<file path="src/rtl/alu_a2_seq.sv">
// alu_a2_seq: registered ALU with valid/ready handshakes on both sides.
// Single-cycle ADD/SUB/logic/shift ops and an iterative shift-add multiply.
// Only one operation is in flight at a time. The result and the flags stay
// in registers until the consumer takes them.
module alu_a2_seq #(
  parameter int bits   = 8,
  parameter bit MUL_EN = 1'b1
) (
  input  logic            clk,
  input  logic            rst_n,
  input  logic            in_valid,
  output logic            in_ready,
  input  logic [bits-1:0] RA,
  input  logic [bits-1:0] RB,
  input  logic [2:0]      op,
  output logic            out_valid,
  input  logic            out_ready,
  output logic [bits-1:0] out,
  output logic [bits-1:0] out_hi,
  output logic            carry_out,
  output logic            overflow,
  output logic            zero,
  output logic            illegal
);

  localparam int SW = $clog2(bits);   // shift-amount and iteration-counter width

  typedef enum logic [2:0] {
    OP_ADD = 3'b000, OP_SUB = 3'b001, OP_AND = 3'b010, OP_OR  = 3'b011,
    OP_XOR = 3'b100, OP_SHL = 3'b101, OP_SHR = 3'b110, OP_MUL = 3'b111
  } op_e;

  typedef enum logic [1:0] {S_IDLE, S_MUL, S_DONE} state_e;

  state_e              state_q, state_d;
  logic [2*bits-1:0]   mcand_q, mcand_d;   // multiplicand, shifted left each step
  logic [bits-1:0]     mplier_q, mplier_d; // multiplier, consumed LSB first
  logic [2*bits-1:0]   acc_q, acc_d;       // partial product
  logic [SW-1:0]       cnt_q, cnt_d;
  logic [bits-1:0]     lo_q, lo_d, hi_q, hi_d;
  logic                c_q, c_d, v_q, v_d, z_q, z_d, ill_q, ill_d;

  // Single-cycle datapath signals, computed straight from the inputs.
  logic [bits:0]       sum_w, dif_w;
  logic [SW-1:0]       sh_amt;
  logic                sh_big;
  logic [bits-1:0]     alu_lo;
  logic                alu_c, alu_v, alu_ill;
  logic [2*bits-1:0]   acc_step;
  logic                is_mul;

  assign sum_w    = {1'b0, RA} + {1'b0, RB};
  assign dif_w    = {1'b0, RA} - {1'b0, RB};
  assign sh_amt   = RB[SW-1:0];
  // Only reachable when bits is not a power of two.
  assign sh_big   = ({1'b0, sh_amt} >= (SW+1)'(bits));
  assign acc_step = acc_q + (mplier_q[0] ? mcand_q : '0);
  assign is_mul   = (op_e'(op) == OP_MUL);

  // Single-cycle result and flags for every non-MUL opcode.
  always_comb begin
    // NOTE: every output of a combinational block gets a default first; a path that skips an assignment would infer a latch.
    alu_lo  = '0;
    alu_c   = 1'b0;
    alu_v   = 1'b0;
    alu_ill = 1'b0;
    case (op_e'(op))
      OP_ADD: begin
        alu_lo = sum_w[bits-1:0];
        alu_c  = sum_w[bits];
        alu_v  = (RA[bits-1] == RB[bits-1]) && (sum_w[bits-1] != RA[bits-1]);
      end
      OP_SUB: begin
        alu_lo = dif_w[bits-1:0];
        alu_c  = dif_w[bits];              // borrow
        alu_v  = (RA[bits-1] != RB[bits-1]) && (dif_w[bits-1] != RA[bits-1]);
      end
      OP_AND: alu_lo = RA & RB;
      OP_OR:  alu_lo = RA | RB;
      OP_XOR: alu_lo = RA ^ RB;
      OP_SHL: alu_lo = sh_big ? '0 : (RA << sh_amt);
      OP_SHR: alu_lo = sh_big ? '0 : (RA >> sh_amt);
      OP_MUL: alu_ill = !MUL_EN;           // result stays 0, so zero=1
      default: alu_lo = '0;
    endcase
  end

  // Next-state logic: accept, multiply iteration, and result handoff.
  always_comb begin
    state_d  = state_q;
    mcand_d  = mcand_q;
    mplier_d = mplier_q;
    acc_d    = acc_q;
    cnt_d    = cnt_q;
    lo_d     = lo_q;
    hi_d     = hi_q;
    c_d      = c_q;
    v_d      = v_q;
    z_d      = z_q;
    ill_d    = ill_q;
    case (state_q)
      S_IDLE: begin
        if (in_valid) begin
          if (is_mul && MUL_EN) begin
            mcand_d  = {{bits{1'b0}}, RA};
            mplier_d = RB;
            acc_d    = '0;
            cnt_d    = '0;
            state_d  = S_MUL;
          end else begin
            lo_d    = alu_lo;
            hi_d    = '0;
            c_d     = alu_c;
            v_d     = alu_v;
            z_d     = (alu_lo == '0);
            ill_d   = alu_ill;
            state_d = S_DONE;
          end
        end
      end
      S_MUL: begin
        acc_d    = acc_step;
        mcand_d  = mcand_q << 1;
        mplier_d = mplier_q >> 1;
        cnt_d    = cnt_q + SW'(1);
        if (cnt_q == SW'(bits - 1)) begin
          lo_d    = acc_step[bits-1:0];
          hi_d    = acc_step[2*bits-1:bits];
          c_d     = 1'b0;
          v_d     = 1'b0;
          z_d     = (acc_step == '0);
          ill_d   = 1'b0;
          state_d = S_DONE;
        end
      end
      S_DONE: begin
        if (out_ready) state_d = S_IDLE;
      end
      default: state_d = S_IDLE;
    endcase
  end

  // State, datapath and result registers.
  always_ff @(posedge clk or negedge rst_n) begin
    if (!rst_n) begin
      // NOTE: the multiply datapath is reset as well, so a MUL cut short by reset leaves nothing that could surface later.
      state_q  <= S_IDLE;
      mcand_q  <= '0;
      mplier_q <= '0;
      acc_q    <= '0;
      cnt_q    <= '0;
      lo_q     <= '0;
      hi_q     <= '0;
      c_q      <= 1'b0;
      v_q      <= 1'b0;
      z_q      <= 1'b0;
      ill_q    <= 1'b0;
    end else begin
      // NOTE: non-blocking assignments, so every register samples the pre-edge values together.
      state_q  <= state_d;
      mcand_q  <= mcand_d;
      mplier_q <= mplier_d;
      acc_q    <= acc_d;
      cnt_q    <= cnt_d;
      lo_q     <= lo_d;
      hi_q     <= hi_d;
      c_q      <= c_d;
      v_q      <= v_d;
      z_q      <= z_d;
      ill_q    <= ill_d;
    end
  end

  assign in_ready  = (state_q == S_IDLE);
  assign out_valid = (state_q == S_DONE);
  assign out       = lo_q;
  assign out_hi    = hi_q;
  assign carry_out = c_q;
  assign overflow  = v_q;
  assign zero      = z_q;
  assign illegal   = ill_q;

endmodule

</file>
<file path="config.mk">
export PLATFORM = sky130hd
export DESIGN_NAME = alu_a2_seq
export DESIGN_NICKNAME = d
export VERILOG_FILES = /design/src/rtl/alu_a2_seq.sv
export SDC_FILE = /design/constraint.sdc
export NUM_CORES = 1
export LEC_CHECK = 0
export CAP_MARGIN = 20
export CORE_AREA = 4 4 103 105
export DETAILED_ROUTE_END_ITERATION = 10
export DIE_AREA = 0 0 107 109
export PLACE_DENSITY = 0.83
export SLEW_MARGIN = 10
export SYNTH_ARGS = -nofsm -noshare
export SYNTH_HDL_FRONTEND = slang
export SYNTH_SLANG_ARGS = --single-unit
export TNS_END_PERCENT = 1
</file>
<file path="constraint.sdc">
create_clock -name clk -period 3.2 [get_ports clk]
set_clock_uncertainty 0.2 [all_clocks]
set_input_delay 0.64 -clock clk [delete_from_list [all_inputs] [get_ports clk]]
set_output_delay 0.64 -clock clk [all_outputs]
set_load 0.05 [all_outputs]
</file>
==> reports/summary.txt <==
status: completed
CTS buffer count: 9
critical path class: input port to flip-flop
number of global-route vias before repair: 4975
max-cap violations: 0
CP max stage cell: clkdlybuf4s50_1
Post-Layout Cell Count: 843
CTS H-Tree Depth: 3
Via Count: 4996
Pwr per Cell Area: 628.4 nW/um^2
Post-DP HPWL: 12.37 mm
worst-case reg-to-reg path depth: 11
post-synthesis sequential area ratio: 0.3148
Tmin final: 3.193 ns
Synth Flop Type: dfrtp_1
PnR Total Power: 4300 uW
slew margin rel.: 0.6166
synthesized area: 5087 sq um
DRC viols: 0
WP data required: 3.24 ns
CTS hold repair buffers: 0
Worst Path Arrival: 3.23 ns
Post-Syn Instances: 573
Final nets: 773
max-slew violation count: 0
final WL: 16.22 mm
CTS tree: built
share of post-route cells with drive strength above 1: 0.2690
Die Width: 107 microns
critical path startpoint category: input port
FF-to-FF Start: mplier_q[0]
clk_lat worst skew: 0.34 ns
R2R setup slack: 0.02 ns
setup TNS: 0 ns
leading cell type in the layout, fill and taps excluded: buf_4
Synth Warn #: 0
chip height: 109 microns
initial antenna violation count: 1
CTS clk-pin slew, worst paths: 0.07 ns
Starting Density: 0.5278
largest net degree at the start of global routing: 60
io pins: 45
fmax: 313.2 MHz
P_leak: 0.003234 uW
Worst path max stage delay: 0.50 ns
Placed Instances: 826
Final Cycle Share: 0.9977
maximum vdd drop: 0.0003583 V
wire per inst: 19.24 microns
# setup viols final: 0
most frequent cells in the layout: 115 x buf_4, 69 x nand2_1, 64 x dfrtp_1
CTS Buffer Depth: 2
Root Buffer: clkbuf_8
Final Hold Fails: 0
# rows: 36
GRT overflow: 0
capture point of the worst reg-to-reg path: zero
Sink Count: 64
end point of the critical path: zero
core area: 9639 sq um
gr usage total: 0.2851
Iter 0 DRT Violations: 293
die area: 11660 sq um
post-DR vias/cell: 5.926
Synth Register Bits: 64
CP Capture Type: flip-flop
Routed Antenna Nets: 0
drt first pass iters: 6
worst path cell trace: clkdlybuf4s50_1 > inv_1 > ha_1 > o21bai_1 > and4_1 > a2111oi_2 > mux2i_1 > nand4_1 > nor4b_1 > a32oi_1 > o31ai_2
type of the most critical hold path: input port to asynchronous set/reset pin
Port Buf Inserts: 43
Synth Net Count: 641
worst-margin pin slew: 0.5751 ns
syn_area_per_cell: 8.878 sq um
worst slack, placed: -0.4758 ns
Layout area overhead: 34.51%
RSZ-0062 raised after global routing: yes
Netlist cell types: 68
worst setup margin: 0.007357 ns
global-route wire length before repair: 25.65 mm
ANT cells: 0
crit-path max FO: 3
FFs w/ async S/R, synth: 1.000
Post-synth EDFFs: 0
GPL Wtd Cong: 0.9155
crit path from: RB[1]
[layout make-up]
| type | instances | area (sq um) |
|---|---|---|
| fill | 760 | 2796 |
| inverter | 30 | 112.6 |
| timing repair buffer | 159 | 1300 |
| sequential | 64 | 1602 |
| tap | 133 | 166.4 |
| multi-input combinational | 441 | 3410 |
| clock buffer | 10 | 137.6 |
| clock inverter | 6 | 115.1 |
[per-layer routing]
metal | part of all wire | GRT usage | vias up | routed length, microns
met2 | 0.49 | 0.4978 | 187 | 7898
met1 | 0.43 | 0.3674 | 2414 | 7028
met5 | 0.00080 | 0 | - | 13
li1 | - | - | 2347 | -
met3 | 0.051 | 0.03789 | 46 | 820
met4 | 0.028 | 0.09315 | 2 | 458
[cells by family after synthesis]
group | share of synthesized area
fa+ha+maj | 0.1151
mux | 0.07132
simple gates | 0.1596
compound gates | 0.2491
other cells | 0.0007371
flops | 0.3148
xor+xnor | 0.03271
buf+inv | 0.05657
[cells in the mapped netlist, drive strengths merged (4+ instances only)]
| master | count | area share |
|---|---|---|
| dfrtp | 64 | 0.31 |
| a211oi | 4 | 0.0059 |
| o21bai | 7 | 0.010 |
| inv | 30 | 0.022 |
| o21ai | 45 | 0.045 |
| a21oi | 37 | 0.037 |
| nand2b | 6 | 0.0074 |
| and2 | 17 | 0.021 |
| xor2 | 11 | 0.019 |
| nor2 | 34 | 0.025 |
| a2111oi | 5 | 0.012 |
| mux2i | 7 | 0.014 |
| nor3 | 4 | 0.0039 |
| a22o | 18 | 0.031 |
| clkbuf | 24 | 0.018 |
| nor2b | 7 | 0.0086 |
| mux4 | 10 | 0.044 |
| a21o | 11 | 0.016 |
| mux2 | 6 | 0.013 |
| nand4 | 6 | 0.0074 |
| o31ai | 11 | 0.017 |
| nand3 | 11 | 0.011 |
| xnor2 | 8 | 0.014 |
| o22ai | 8 | 0.0098 |
| buf | 14 | 0.017 |
| nand2 | 69 | 0.051 |
| ha | 42 | 0.10 |
[per-stage QoR]
| stage | hold slack [ns] | instance area (sq um) | utilization |
|---|---|---|---|
| after floorplan | 0.1444 | 5090 | - |
| after global placement | 0.2602 | 6380 | 0.6619 |
| after detailed placement | 0.2699 | 6380 | 0.6619 |
| after CTS | 0.07380 | 6720 | 0.6972 |
| after global routing | 0.09488 | 6843 | 0.7099 |
| final | 0.06795 | 6843 | 0.7099 |
[state kept, by name, indices dropped and copies added, names as in the netlist]
name       cells
acc_q         16
mcand_q       16
mplier_q       8
out            8
out_hi         8
cnt_q          3
state_q        2
carry_out      1
overflow       1
zero           1
[worst max-delay path, delay by kind of cell]
| kind | cells | cell delay [ns] |
|---|---|---|
| simple gates | 3 | 0.74 |
| compound gates | 4 | 0.71 |
| buf+inv | 2 | 0.59 |
| fa+ha+maj | 1 | 0.32 |
| mux | 1 | 0.22 |
[how the worst min path moves through the flow]
stage,to,cells after the start,slack [ns]
floorplan,acc_q[0],0,0.14
global placement,out_hi[2],2,0.26
detailed placement,out_hi[4],2,0.27
CTS,cnt_q[2],1,0.07
global route,mplier_q[0],1,0.09
finish,out[5],1,0.07
[report_power, final]
part | internal [uW] | switching, uW
clock | 543 | 342
sequential | 1090 | 209
combinational | 884 | 1230
total | 2520 | 1780
[repair_timing]
| action | CTS | global route |
|---|---|---|
| hold endpoints to repair | 0 | 0 |
| pin swaps | 5 | 8 |
| resized for setup | 19 | 25 |
| buffers inserted | 1 | 0 |
| endpoints found under the setup margin | 3 | 9 |
Note: power is estimated with default switching activity, not from simulation.
